**src/rtl/axi4lite_reg_slave.sv**
```systemverilog
// AXI4-Lite subordinate that terminates the bus in a bank of NUM_REGS 32-bit
// read/write registers. All register contents are exported to fabric.
// The read and write channels run independently. Each channel holds at most
// one transaction at a time.
`timescale 1ns/1ps
module axi4lite_reg_slave #(
   parameter int          ADDR_WIDTH  = 32,
   parameter int          NUM_REGS    = 8,
   parameter logic [31:0] RESET_VALUE = 32'h0
) (
   input  logic                     aclk,
   input  logic                     areset,
   input  logic                     s_awvalid,
   output logic                     s_awready,
   input  logic [ADDR_WIDTH-1:0]    s_awaddr,
   input  logic [2:0]               s_awprot,
   input  logic                     s_wvalid,
   output logic                     s_wready,
   input  logic [31:0]              s_wdata,
   input  logic [3:0]               s_wstrb,
   output logic                     s_bvalid,
   input  logic                     s_bready,
   output logic [1:0]               s_bresp,
   input  logic                     s_arvalid,
   output logic                     s_arready,
   input  logic [ADDR_WIDTH-1:0]    s_araddr,
   input  logic [2:0]               s_arprot,
   output logic                     s_rvalid,
   input  logic                     s_rready,
   output logic [31:0]              s_rdata,
   output logic [1:0]               s_rresp,
   output logic [32*NUM_REGS-1:0]   reg_q,
   output logic [NUM_REGS-1:0]      reg_wr_pulse
);

   localparam int          IDX_W  = $clog2(NUM_REGS);
   localparam logic [0:0]  W_IDLE = 1'b0;
   localparam logic [0:0]  W_RESP = 1'b1;
   localparam logic [0:0]  R_IDLE = 1'b0;
   localparam logic [0:0]  R_RESP = 1'b1;
   localparam logic [1:0]  RESP_OKAY   = 2'b00;
   localparam logic [1:0]  RESP_SLVERR = 2'b10;

   logic [31:0]            r_regs [NUM_REGS];
   logic                   r_bus_en;
   logic [0:0]             r_wstate;
   logic                   r_aw_held;
   logic                   r_w_held;
   logic [ADDR_WIDTH-1:0]  r_awaddr;
   logic [31:0]            r_wdata;
   logic [3:0]             r_wstrb;
   logic                   r_bvalid;
   logic [1:0]             r_bresp;
   logic [NUM_REGS-1:0]    r_wr_pulse;
   logic [0:0]             r_rstate;
   logic                   r_rvalid;
   logic [31:0]            r_rdata;
   logic [1:0]             r_rresp;

   logic                   w_aw_hs;
   logic                   w_w_hs;
   logic                   w_wr_go;
   logic [ADDR_WIDTH-1:0]  w_wr_addr;
   logic [31:0]            w_wr_data;
   logic [3:0]             w_wr_strb;
   logic                   w_wr_err;
   logic [IDX_W-1:0]       w_wr_idx;
   logic                   w_rd_hs;
   logic                   w_rd_err;
   logic [IDX_W-1:0]       w_rd_idx;
   logic                   w_unused;

   // Readies are built only from registered state. r_bus_en holds them low
   // during reset.
   assign s_awready = r_bus_en & (r_wstate == W_IDLE) & ~r_aw_held;
   assign s_wready  = r_bus_en & (r_wstate == W_IDLE) & ~r_w_held;
   assign s_arready = r_bus_en & (r_rstate == R_IDLE);

   assign w_aw_hs   = s_awvalid & s_awready;
   assign w_w_hs    = s_wvalid & s_wready;
   // A write fires once both address and data are present, held or arriving now.
   assign w_wr_go   = (r_aw_held | w_aw_hs) & (r_w_held | w_w_hs);
   assign w_wr_addr = r_aw_held ? r_awaddr : s_awaddr;
   assign w_wr_data = r_w_held ? r_wdata : s_wdata;
   assign w_wr_strb = r_w_held ? r_wstrb : s_wstrb;
   assign w_wr_err  = |w_wr_addr[ADDR_WIDTH-1:IDX_W+2];
   assign w_wr_idx  = w_wr_addr[2 +: IDX_W];

   assign w_rd_hs   = s_arvalid & s_arready;
   assign w_rd_err  = |s_araddr[ADDR_WIDTH-1:IDX_W+2];
   assign w_rd_idx  = s_araddr[2 +: IDX_W];

   // Protection bits and the byte-offset address bits carry no meaning here.
   assign w_unused  = ^{s_awprot, s_arprot, s_araddr[1:0], w_wr_addr[1:0]};

   assign s_bvalid     = r_bvalid;
   assign s_bresp      = r_bresp;
   assign s_rvalid     = r_rvalid;
   assign s_rdata      = r_rdata;
   assign s_rresp      = r_rresp;
   assign reg_wr_pulse = r_wr_pulse;

   genvar gi;
   generate
      for (gi = 0; gi < NUM_REGS; gi++) begin : g_export
         assign reg_q[32*gi +: 32] = r_regs[gi];
      end
   endgenerate

   // Ready enable: stays low while reset is held, then goes high on the first edge after release.
   always_ff @(posedge aclk) begin
      r_bus_en <= ~areset;
   end

   // Write channel: latch AW and W separately, then answer with one B beat.
   always_ff @(posedge aclk) begin
      if (areset) begin
         r_wstate   <= W_IDLE;
         r_aw_held  <= 1'b0;
         r_w_held   <= 1'b0;
         r_awaddr   <= '0;
         r_wdata    <= '0;
         r_wstrb    <= '0;
         r_bvalid   <= 1'b0;
         r_bresp    <= RESP_OKAY;
         r_wr_pulse <= '0;
      end else begin
         r_wr_pulse <= '0;
         case (r_wstate)
            W_IDLE: begin
               if (w_wr_go) begin
                  r_aw_held <= 1'b0;
                  r_w_held  <= 1'b0;
                  r_bvalid  <= 1'b1;
                  r_bresp   <= w_wr_err ? RESP_SLVERR : RESP_OKAY;
                  r_wstate  <= W_RESP;
                  if (!w_wr_err) r_wr_pulse[w_wr_idx] <= 1'b1;
               end else begin
                  if (w_aw_hs) begin
                     r_aw_held <= 1'b1;
                     r_awaddr  <= s_awaddr;
                  end
                  if (w_w_hs) begin
                     r_w_held <= 1'b1;
                     r_wdata  <= s_wdata;
                     r_wstrb  <= s_wstrb;
                  end
               end
            end
            default: begin
               if (s_bready) begin
                  r_bvalid <= 1'b0;
                  r_wstate <= W_IDLE;
               end
            end
         endcase
      end
   end

   // Register bank: apply a byte-masked update when an in-range write fires.
   always_ff @(posedge aclk) begin
      if (areset) begin
         for (int k = 0; k < NUM_REGS; k++) r_regs[k] <= RESET_VALUE;
      end else if (w_wr_go && !w_wr_err) begin
         for (int k = 0; k < NUM_REGS; k++) begin
            if (w_wr_idx == IDX_W'(k)) begin
               for (int b = 0; b < 4; b++) begin
                  if (w_wr_strb[b]) r_regs[k][8*b +: 8] <= w_wr_data[8*b +: 8];
               end
            end
         end
      end
   end

   // Read channel: snapshot register state on AR, then hold R until it is accepted.
   always_ff @(posedge aclk) begin
      if (areset) begin
         r_rstate <= R_IDLE;
         r_rvalid <= 1'b0;
         r_rdata  <= '0;
         r_rresp  <= RESP_OKAY;
      end else begin
         case (r_rstate)
            R_IDLE: begin
               if (w_rd_hs) begin
                  r_rvalid <= 1'b1;
                  r_rdata  <= w_rd_err ? 32'h0 : r_regs[w_rd_idx];
                  r_rresp  <= w_rd_err ? RESP_SLVERR : RESP_OKAY;
                  r_rstate <= R_RESP;
               end
            end
            default: begin
               if (s_rready) begin
                  r_rvalid <= 1'b0;
                  r_rstate <= R_IDLE;
               end
            end
         endcase
      end
   end

endmodule

```
**config.mk**
```make
export PLATFORM = sky130hd
export DESIGN_NAME = axi4lite_reg_slave
export DESIGN_NICKNAME = d
export VERILOG_FILES = /design/src/rtl/axi4lite_reg_slave.sv
export SDC_FILE = /design/constraint.sdc
export NUM_CORES = 1
export LEC_CHECK = 0
export BUFFER_PORTS_ARGS = -buffer_cell sky130_fd_sc_hd__clkbuf_2
export CORE_MARGIN = 1
export CORE_UTILIZATION = 48
export DETAILED_ROUTE_END_ITERATION = 8
export PLACE_DENSITY = 0.73
export SLEW_MARGIN = 20
export SYNTH_ARGS = -nofsm -noshare
export SYNTH_HDL_FRONTEND = slang
export SYNTH_SLANG_ARGS = --single-unit
```
**constraint.sdc**
```tcl
create_clock -name aclk -period 3.2 [get_ports aclk]
set_input_delay 0.64 -clock aclk [delete_from_list [all_inputs] [get_ports aclk]]
set_output_delay 0.64 -clock aclk [all_outputs]
set_load 0.005 [all_outputs]
```
==> key figures, run 1 <==
Outcome
  • Outcome: finished, final reports clean

Worst setup path
  • Worst Path Required: 3.43 ns
  • Worst-path cell chain: buf_4, nand2b_1, o31ai_4, o2111ai_2, o21ai_0, buf_4
  • Critical-path maximum fanout: 14
  • Crit path kind: reg -> reg
  • Worst Reg2Reg Path Length in Cells: 6
  • Critical path's slowest cell: dfxtp_1
  • CP startpoint: r_aw_held$_SDFFE_PP0P_
  • Critical path arrival: 3.07 ns
  • Critical path buffers and inverters: 2
  • CP max stage delay: 0.60 ns
  • Worst setup path end: r_regs[0][26]$_SDFFCE_PN0P_
  • R2r setup slk: 0.36 ns
  • Crit end category: register
  • Crit-path most repeated cell: buf_4
  • Crit path max-delay family: compound AO/OA/AOI/OAI gates
  • RR Startpoint: r_aw_held$_SDFFE_PP0P_
  • R2R Path End: r_regs[0][26]$_SDFFCE_PN0P_
  • Crit path depth: 6
  • Startpoint types: register

Global route
  • Pin count of the biggest net entering global routing: 65
  • Total track usage: 27.6%
  • Initial antenna violation count: 6
  • Total grt overflow: 0
  • Number of global-route vias before repair: 12290
  • First-pass GRT wire length: 73900 um

Clocking
  • Post-cts hold buffer count: 0
  • # clock sinks: 371
  • Post-CTS Resized: 0
  • Clock root buffer: clkbuf_16
  • H-Tree Depth: 2
  • Worst skew pair latency: 0.52 ns
  • CTS Buffer Depth: 3
  • TritonCTS Buffers: 39
  • CTS tree: yes
  • Clock transition at path regs: 0.06 ns
  • Post-CTS setup buffers: 0

Finish
  • Number of fill cells: 2739
  • Multi-input combinational cell area: 5980 um2
  • Post-route cell area: 20500 um2
  • Area grow syn2layout: 23.9%
  • # nets final: 1852
  • Fin util: 60.9%
  • Proportion of layout cells with a drive suffix above 1: 38.7%
  • Finished Layout Cells: 2218
  • Most common cell after layout, fill and taps aside: clkbuf_2
  • Reg area: 9990 um2
  • Most frequent cells in the layout: clkbuf_2, edfxtp_1, nand2_1

Synthesis
  • Top cell type's share of synthesized area: 46.4%
  • Post-synthesis cell count: 1324
  • Area contributors post-synth: edfxtp_1, dfxtp_1, mux4_2
  • Yosys reg bits: 371
  • Synthesis Warnings: 0
  • Number of flops mapped to enable cells by yosys: 256
  • Top FF cell, synth: edfxtp_1
  • Post-synthesis sequential area ratio: 60.3%
  • Synth area leader: edfxtp_1
  • Async set-reset flop share out of synthesis: 0%
  • Cell Area, Synth: 16600 um2
  • Avg Cell Area, Syn: 12.5 um2
  • Synth unique cells: 52

Power
  • Worst vdd ir: 0.381 mV
  • Pleak: 7.80 nW
  • Clk network pwr share: 39.0%
  • Switching Share: 24.0%
  • Internal: 0.00801 W
  • Comb power frac: 9.4%
  • Net Switching: 0.00253 W
  • Power Dens Cells: 514 nW/um2
  • Sequential share of power: 51.6%

Route
  • Met2 WL: 24400 um
  • Routed len/inst: 22.3 um
  • Met3 wire length: 3720 um
  • Max Used Layer: met5
  • Initial DRC Count: 1138
  • Metal1 wirelength: 19600 um
  • Via count of the routed design: 12809
  • DRC: 0
  • First drt pass iteration count: 6
  • ANT nets after route: 0
  • Drt via density: 5.78
  • Final WL: 49400 um

STA
  • Slew margin rel.: 45.2%
  • Setup TNS: 0 ns
  • Clock skew: 0.0147 ns
  • Fin. Hold Viols: 0
  • Tmin final: 2.84 ns
  • Period utilisation layout: 88.7%
  • Final Max Tran Viols: 0
  • Slew of the pin with the lowest slew margin: 0.821 ns
  • RSZ-0062 raised after global routing: no
  • # setup viols final: 0
  • Achievable Freq: 352 MHz

Job
  • Max cap viols: 0

Floorplan
  • Full die area: 35200 um2
  • DIE HEIGHT: 188 um
  • # IOs: 418
  • Die W: 188 um
  • FP Rows: 67
  • Initial Util: 49.1%
  • CORE AREA: 33700 um2

Place
  • Placed Cells incl. Taps: 2146
  • Detail Placement HPWL: 35400 um
  • RD Place Congestion: 0.907
  • I/O Buffers: 405
  • Post-DP Area: 19400 um2

Min path
  • Type of the worst min-delay path: in -> reg
area by class of cell:
type	count	share of cell area, %
clock inverters	22	0.586
multi-input cells	812	29.1
diodes	3	0.0366
repair buffers	481	13.2
well taps	448	2.73
inverters	34	0.622
flip-flops and latches	371	48.7
clock buffers	47	5.00
flip-flops by register name, summed over array words and instances (netlist names):
signal,cells
r_regs,256
s_rvalid,1
r_w_held,1
s_rdata,32
r_wstrb,4
reg_wr_pulse,8
r_wdata,32
r_awaddr,30
r_rstate,1
r_bus_en,1
r_wstate,1
r_aw_held,1
s_bresp,1
s_bvalid,1
s_rresp,1
synthesized netlist by cell type (all sizes together) (6+ instances only):
| cell | count |
|---|---|
| nor3 | 195 |
| o31ai | 10 |
| a21oi | 105 |
| nand2 | 207 |
| nand2b | 6 |
| nor2 | 7 |
| or3 | 32 |
| nor4b | 11 |
| dfxtp | 115 |
| mux2 | 36 |
| edfxtp | 256 |
| inv | 34 |
| mux2i | 32 |
| clkbuf | 63 |
| buf | 45 |
| nor4 | 15 |
| mux4 | 64 |
| o21ai | 27 |
| o2111ai | 24 |
| nand3 | 12 |
kinds of logic after synthesis:
logic type / Yosys count / share of synthesized area, %
flip-flops: 371 / 60.3
AND/OR/NAND/NOR: 504 / 14.8
multiplexers: 132 / 13.1
other: 1 / 0.0226
AO/OA/AOI/OAI: 174 / 8.04
buffers and inverters: 142 / 3.69
metrics by stage:
step	total power [W]	hold slack, ns	setup WS, ns
floorplan	0.00603	0.433	0.141
global placement	0.00649	0.438	0.258
detailed placement	0.00652	0.443	0.310
CTS	0.0106	0.336	0.358
global route	0.0108	0.349	0.209
finish	0.0105	0.351	0.363
worst reg2reg max path, stage by stage (launching register included):
cell,delay [ns]
dfxtp_1,0.60
buf_4,0.28
nand2b_1,0.20
o31ai_4,0.59
o2111ai_2,0.42
o21ai_0,0.26
buf_4,0.21
power groups by stage:
stage,clock network [W],logic [W],registers [W]
final,0.00411,0.000992,0.00543
after floorplan,0,0.000535,0.00549
after CTS,0.00417,0.000992,0.00543
after detailed placement,0,0.000987,0.00553
after global placement,0,0.000968,0.00552
after global routing,0.00433,0.00107,0.00544
per-layer routing:
metal	global-route usage (%)	vias to the layer above
met5	0	-
met4	10.2	6
met3	5.28	109
met2	46.2	638
met1	35.6	6226
li1	-	5830
how the worst min path moves through the flow:
stage,from,to,depth (start not counted)
5_1_grt,s_awaddr[28],r_awaddr[28]$_SDFFE_PP0P_,3
4_1_cts,s_wdata[17],r_wdata[17]$_SDFFE_PP0P_,3
3_5_place_dp,r_wstrb[2]$_SDFFE_PP0P_,r_wstrb[2]$_SDFFE_PP0P_,2
6_report,s_awaddr[20],r_awaddr[20]$_SDFFE_PP0P_,3
2_1_floorplan,r_wdata[0]$_SDFFE_PP0P_,r_wdata[0]$_SDFFE_PP0P_,2
3_3_place_gp,r_wdata[22]$_SDFFE_PP0P_,r_wdata[22]$_SDFFE_PP0P_,2
(Power assumes the default switching activity.)
==> inputs of run 2 (changes only) <==
--- a/config.mk
+++ b/config.mk
@@ -7,9 +7,9 @@
 export LEC_CHECK = 0
 export BUFFER_PORTS_ARGS = -buffer_cell sky130_fd_sc_hd__clkbuf_2
 export CORE_MARGIN = 1
-export CORE_UTILIZATION = 48
+export CORE_UTILIZATION = 58
 export DETAILED_ROUTE_END_ITERATION = 8
-export PLACE_DENSITY = 0.73
+export PLACE_DENSITY = 0.83
 export SLEW_MARGIN = 20
 export SYNTH_ARGS = -nofsm -noshare
 export SYNTH_HDL_FRONTEND = slang
==> constraint.sdc (replaced) <==
create_clock -name aclk -period 3.3 [get_ports aclk]
set_input_delay 0.66 -clock aclk [delete_from_list [all_inputs] [get_ports aclk]]
set_output_delay 0.66 -clock aclk [all_outputs]
set_load 0.005 [all_outputs]
==> run 2 against run 1 <==
  * Final cell count is 3.5% lower
  * Maximum frequency fell by 2.7%
  * Clock power fell by 2%
  * Wire length fell by 0.84%
  * Combinational power down 2.7%
  * Critical endpoint is now r_regs[1][11]$_SDFFCE_PN0P_
  * Largest cell class unchanged
  * Largest power group unchanged
  * Highest routed layer unchanged
==> key figures, run 2 (synthesized netlist as in run 1, its figures left out) <==
Worst setup path
  • Crit end category: register (unchanged)
  • Crit path kind: reg -> reg (unchanged)
  • Critical-path maximum fanout: 17 (was 14)
  • Critical path buffers and inverters: 1 (was 2)
  • CP max stage delay: 0.73 ns (was 0.60 ns)
  • Worst Path Required: 3.52 ns (was 3.43 ns)
  • Startpoint types: register (unchanged)
  • Critical path arrival: 3.14 ns (was 3.07 ns)
  • Critical path's slowest cell: dfxtp_1 (unchanged)
  • Crit path max-delay family: compound AO/OA/AOI/OAI gates (unchanged)
  • Worst-path cell chain: nand2_1, o31ai_4, o2111ai_2, o21ai_0, buf_4 (was buf_4, nand2b_1, o31ai_4, o2111ai_2, o21ai_0, buf_4)

Floorplan
  • CORE AREA: 27900 um2 (was 33700 um2)
  • DIE HEIGHT: 171 um (was 188 um)
  • # IOs: 418 (unchanged)
  • Initial Util: 59.3% (was 49.1%)
  • Die W: 171 um (was 188 um)
  • FP Rows: 61 (was 67)
  • Full die area: 29200 um2 (was 35200 um2)

Finish
  • Max FFs per register: 256 (unchanged)
  • Proportion of layout cells with a drive suffix above 1: 38.0% (was 38.7%)
  • # nets final: 1844 (was 1852)
  • Area grow syn2layout: 22.8% (was 23.9%)
  • Biggest register: r_regs (unchanged)
  • Most frequent cells in the layout: clkbuf_2, edfxtp_1, nand2_1 (unchanged)
  • Most common cell after layout, fill and taps aside: clkbuf_2 (unchanged)

Global route
  • Pin count of the biggest net entering global routing: 75 (was 65)
  • GR peak layer: met2 (unchanged)
  • Total grt overflow: 0 (unchanged)
  • Met1 usage: 43.0% (was 35.6%)
  • First-pass GRT wire length: 71700 um (was 73900 um)
  • Total track usage: 32.8% (was 27.6%)
  • Met2 Usage GRT: 53.0% (was 46.2%)
  • Met3 usage: 6.87% (was 5.28%)
  • Number of global-route vias before repair: 12262 (was 12290)
  • Initial antenna violation count: 5 (was 6)

STA
  • Slew of the pin with the lowest slew margin: 0.941 ns (was 0.821 ns)
  • Setup TNS: 0 ns (unchanged)
  • Final Max Tran Viols: 0 (unchanged)
  • Final worst-path setup slack: 0.383 ns (was 0.363 ns)
  • Tmin final: 2.92 ns (was 2.84 ns)
  • RSZ-0062 raised after global routing: no (unchanged)
  • Achievable Freq: 343 MHz (was 352 MHz)
  • Fin. Hold Viols: 0 (unchanged)
  • Period utilisation layout: 88.4% (was 88.7%)
  • WHS: 0.372 ns (was 0.351 ns)
  • Clock skew: 0.0236 ns (was 0.0147 ns)
  • Slew margin rel.: 37.1% (was 45.2%)
  • # setup viols final: 0 (unchanged)

Clocking
  • Clock root buffer: clkbuf_16 (unchanged)
  • # clock sinks: 371 (unchanged)
  • Clock transition at path regs: 0.06 ns (about the same)
  • TritonCTS Buffers: 38 (was 39)
  • Post-cts hold buffer count: 0 (unchanged)
  • CTS tree: yes (unchanged)
  • Post-CTS Resized: 0 (unchanged)
  • H-Tree Depth: 2 (unchanged)
  • Worst skew pair latency: 0.53 ns (was 0.52 ns)
  • CTS Buffer Depth: 3 (unchanged)
  • Post-CTS setup buffers: 0 (unchanged)

Outcome
  • Outcome: finished, final reports clean (unchanged)

Route
  • DRC: 0 (unchanged)
  • ANT nets after route: 0 (unchanged)
  • Initial DRC Count: 1368 (was 1138)
  • Via count of the routed design: 13176 (was 12809)
  • Drt via density: 6.16 (was 5.78)
  • Final WL: 49000 um (was 49400 um)
  • Routed len/inst: 22.9 um (was 22.3 um)
  • First drt pass iteration count: 5 (was 6)

Job
  • Max cap viols: 0 (unchanged)

Min path
  • Type of the worst min-delay path: in -> reg (unchanged)

Power
  • Power Dens Cells: 505 nW/um2 (was 514 nW/um2)
  • Pleak: 7.77 nW (was 7.80 nW)
  • Worst vdd ir: 0.357 mV (was 0.381 mV)

Place
  • RD Place Congestion: 0.912 (was 0.907)
  • Detail Placement HPWL: 34900 um (was 35400 um)
  • Place WS: 0.369 ns (was 0.310 ns)
  • I/O Buffers: 405 (unchanged)
-- run 2: changes by cell type in the layout (fill, tap and decap cells not counted), moves of 3 or more --
cell        previous run  this run
clkinv_2               8         4
buf_4                 70        67
clkinvlp_4             4         0
clkinv_1               6         3
clkbuf_1               6        14
buf_12                 8         4
-- run 2: report_power, final --
| group | total (W) | internal (W) | leakage (nW) | switching, W |
|---|---|---|---|---|
| registers | 0.00526 | 0.00514 | 3.57 | 0.000120 |
| logic | 0.000965 | 0.000401 | 3.63 | 0.000564 |
| clock network | 0.00404 | 0.00233 | 0.571 | 0.00172 |
| total | 0.0103 | 0.00787 | 7.77 | 0.00240 |
-- run 2: final timing paths --
check	end	slack, ns	cells after the start	startpoint
worst min-delay path	r_wdata[28]$_SDFFE_PP0P_	0.37	3	s_wdata[28]
worst min register to register	r_wdata[13]$_SDFFE_PP0P_	0.45	2	r_wdata[13]$_SDFFE_PP0P_
worst max register to register	r_regs[1][11]$_SDFFCE_PN0P_	0.38	5	r_aw_held$_SDFFE_PP0P_
worst max-delay path	r_regs[1][11]$_SDFFCE_PN0P_	0.38	5	r_aw_held$_SDFFE_PP0P_
-- run 2: cell type report --
cell class              count  area (um2)
diodes                      3        7.51
repair buffers            474        2600
fillers                  1877        7600
well taps                 378         473
clock inverters             8        40.0
flip-flops and latches    371        9990
inverters                  34         128
multi-input cells         812        5970
clock buffers              60        1120
-- run 2: worst reg2reg max path, delay by kind of cell (launching register included) --
| family | cells | cell delay [ns] |
|---|---|---|
| AOI/OAI and AO/OA | 3 | 1.34 |
| DFF | 1 | 0.73 |
| and+or+nand+nor | 1 | 0.36 |
| buffers and inverters | 1 | 0.20 |
-- run 2: metrics by stage --
| step | utilization (%) | power (W) | instance area (um2) | std cells |
|---|---|---|---|---|
| finish | 72.8 | 0.0103 | 20300 | 2140 |
| global route | 72.8 | 0.0105 | 20300 | 2139 |
| CTS | 72.8 | 0.0103 | 20300 | 2137 |
| detailed placement | 68.6 | 0.00630 | 19200 | 2069 |
| global placement | 68.6 | 0.00626 | 19200 | 2069 |
| floorplan | - | 0.00584 | 16600 | 1325 |
-- run 2: routing by layer --
metal / routed length (um) / up-vias
li1: - / 5811
met1: 18500 / 6384
met2: 23700 / 839
met3: 4740 / 136
met4: 2040 / 6
met5: 35 / -
==> inputs of run 3 (changes only) <==
--- a/config.mk
+++ b/config.mk
@@ -10,6 +10,7 @@
 export CORE_UTILIZATION = 58
 export DETAILED_ROUTE_END_ITERATION = 8
 export PLACE_DENSITY = 0.83
+export SETUP_SLACK_MARGIN = 0.4
 export SLEW_MARGIN = 20
 export SYNTH_ARGS = -nofsm -noshare
 export SYNTH_HDL_FRONTEND = slang
==> run 3 against run 2 <==
  * Clock skew decreased by 0.013 ns
  * Critical endpoint is now r_regs[4][6]$_SDFFCE_PN0P_
  * Largest power group unchanged
  * Setup slack better by 0.23 ns
  * Global-route usage is 0.89 points higher
==> key figures, run 3 (synthesized netlist as in run 1, its figures left out) <==
Outcome
  • Outcome: finished, final reports clean (unchanged)

STA
  • Slew of the pin with the lowest slew margin: 1.06 ns (was 0.941 ns)
  • # setup viols final: 0 (unchanged)
  • Final Max Tran Viols: 0 (unchanged)
  • Tmin final: 2.68 ns (was 2.92 ns)
  • Setup TNS: 0 ns (unchanged)
  • Fin. Hold Viols: 0 (unchanged)
  • Final worst-path setup slack: 0.616 ns (was 0.383 ns)
  • RSZ-0062 raised after global routing: no (unchanged)
  • Achievable Freq: 373 MHz (was 343 MHz)
  • Clock skew: 0.0102 ns (was 0.0236 ns)
  • Slew margin rel.: 29.4% (was 37.1%)
  • Period utilisation layout: 81.3% (was 88.4%)

Route
  • Final WL: 49700 um (was 49000 um)
  • DRC: 0 (unchanged)
  • Drt via density: 6.17 (was 6.16)
  • Via count of the routed design: 13176 (unchanged)
  • Initial DRC Count: 1346 (was 1368)
  • First drt pass iteration count: 7 (was 5)
  • Routed len/inst: 23.3 um (was 22.9 um)
  • ANT nets after route: 0 (unchanged)

Global route
  • Pin count of the biggest net entering global routing: 76 (was 75)
  • Total track usage: 33.7% (was 32.8%)
  • Initial antenna violation count: 6 (was 5)
  • Number of global-route vias before repair: 12388 (was 12262)
  • First-pass GRT wire length: 73300 um (was 71700 um)
  • Total grt overflow: 0 (unchanged)

Finish
  • Biggest register: r_regs (unchanged)
  • Most common cell after layout, fill and taps aside: clkbuf_2 (unchanged)
  • Most frequent cells in the layout: clkbuf_2, edfxtp_1, nand2_1 (unchanged)
  • # nets final: 1836 (was 1844)
  • Area grow syn2layout: 23.4% (was 22.8%)
  • Max FFs per register: 256 (unchanged)
  • Proportion of layout cells with a drive suffix above 1: 38.1% (was 38.0%)

Floorplan
  • Initial Util: 59.3% (unchanged)
  • Full die area: 29200 um2 (unchanged)
  • CORE AREA: 27900 um2 (unchanged)
  • Die W: 171 um (unchanged)
  • # IOs: 418 (unchanged)
  • DIE HEIGHT: 171 um (unchanged)
  • FP Rows: 61 (unchanged)

Clocking
  • Clock transition at path regs: 0.06 ns (about the same)
  • # clock sinks: 371 (unchanged)
  • Post-cts hold buffer count: 0 (unchanged)
  • H-Tree Depth: 2 (unchanged)
  • Worst skew pair latency: 0.53 ns (about the same)
  • TritonCTS Buffers: 38 (unchanged)
  • Clock root buffer: clkbuf_16 (unchanged)
  • CTS Buffer Depth: 3 (unchanged)
  • CTS tree: yes (unchanged)

Worst setup path
  • CP startpoint: r_aw_held$_SDFFE_PP0P_ (unchanged)
  • R2R Path End: r_regs[4][6]$_SDFFCE_PN0P_ (was r_regs[1][11]$_SDFFCE_PN0P_)
  • Worst setup path end: r_regs[4][6]$_SDFFCE_PN0P_ (was r_regs[1][11]$_SDFFCE_PN0P_)
  • Critical path arrival: 2.92 ns (was 3.14 ns)
  • Worst-path cell chain: buf_4, or4b_2, o21ai_2, o2111ai_2, o21ai_1, buf_4 (was nand2_1, o31ai_4, o2111ai_2, o21ai_0, buf_4)
  • Crit path max-delay family: compound AO/OA/AOI/OAI gates (unchanged)
  • Crit path kind: reg -> reg (unchanged)
  • RR Startpoint: r_aw_held$_SDFFE_PP0P_ (unchanged)
  • Crit end category: register (unchanged)
  • CP max stage delay: 0.68 ns (was 0.73 ns)
  • Critical path's slowest cell: or4b_2 (was dfxtp_1)
  • Critical-path maximum fanout: 15 (was 17)
  • R2r setup slk: 0.62 ns (was 0.38 ns)
  • Startpoint types: register (unchanged)
  • Crit-path most repeated cell: buf_4
  • Worst Path Required: 3.54 ns (was 3.52 ns)
  • Critical path buffers and inverters: 2 (was 1)
  • Worst Reg2Reg Path Length in Cells: 6 (was 5)
  • Crit path depth: 6 (was 5)

Power
  • Worst vdd ir: 0.355 mV (was 0.357 mV)
  • Pleak: 7.79 nW (was 7.77 nW)
  • Power Dens Cells: 519 nW/um2 (was 505 nW/um2)
  • Tot Pwr: 0.0106 W (was 0.0103 W)

Place
  • Detail Placement HPWL: 34900 um (about the same)
  • RD Place Congestion: 0.903 (was 0.912)
  • Place WS: 0.326 ns (was 0.369 ns)
  • I/O Buffers: 405 (unchanged)

Job
  • Max cap viols: 0 (unchanged)

Min path
  • Hold path cells: 3 (unchanged)
  • Type of the worst min-delay path: in -> reg (unchanged)
run 3: worst min path at each step:
stage,startpoint,endpoint
after CTS,s_wdata[17],r_wdata[17]$_SDFFE_PP0P_
after detailed placement,r_wdata[10]$_SDFFE_PP0P_,r_wdata[10]$_SDFFE_PP0P_
after global placement,r_wdata[22]$_SDFFE_PP0P_,r_wdata[22]$_SDFFE_PP0P_
after floorplan,r_wdata[0]$_SDFFE_PP0P_,r_wdata[0]$_SDFFE_PP0P_
after global routing,s_wdata[20],r_wdata[20]$_SDFFE_PP0P_
final,s_wdata[17],r_wdata[17]$_SDFFE_PP0P_
run 3: timing repair:
item | CTS | global route
buffers inserted | 0 | 0
resized for setup | 0 | 2
endpoints found under the setup margin | 0 | 145
run 3: where the power goes:
group          leakage, nW  internal [W]  switching (W)
clock                0.625       0.00260        0.00178
sequential            3.57       0.00514       0.000126
combinational         3.60      0.000401       0.000561
total                 7.79       0.00814        0.00246
run 3: routing by layer:
layer	GRT usage [%]	vias up	share of wire, %
met2	55.3	896	49
met3	6.92	165	9.7
met5	0	-	0.056
met4	16.7	4	5.1
met1	42.7	6307	37
li1	-	5804	-
run 3: cell type report:
| class | count | area, um2 |
|---|---|---|
| sequential | 371 | 9990 |
| fill | 1833 | 7510 |
| multi-input combinational | 812 | 5980 |
| timing repair buffer | 466 | 2580 |
| clock buffer | 54 | 1070 |
| tap | 378 | 473 |
| clock inverter | 16 | 195 |
| inverter | 34 | 128 |
| antenna | 4 | 10.0 |
run 3: worst reg2reg max path, delay by kind of cell, from the launching register on:
family / cells / cell delay (ns)
flops: 1 / 0.42
simple gates: 1 / 0.68
compound gates: 3 / 0.87
buf+inv: 2 / 0.42
run 3: metrics by stage:
stage          util (%)  instance area, um2  std cells  hold WS (ns)
6_report           73.1               20400       2135         0.362
5_1_grt            73.1               20400       2133         0.378
4_1_cts            73.1               20400       2131         0.356
3_5_place_dp       68.5               19100       2061         0.444
3_3_place_gp       68.5               19100       2061         0.438
2_1_floorplan         -               16600       1325         0.433
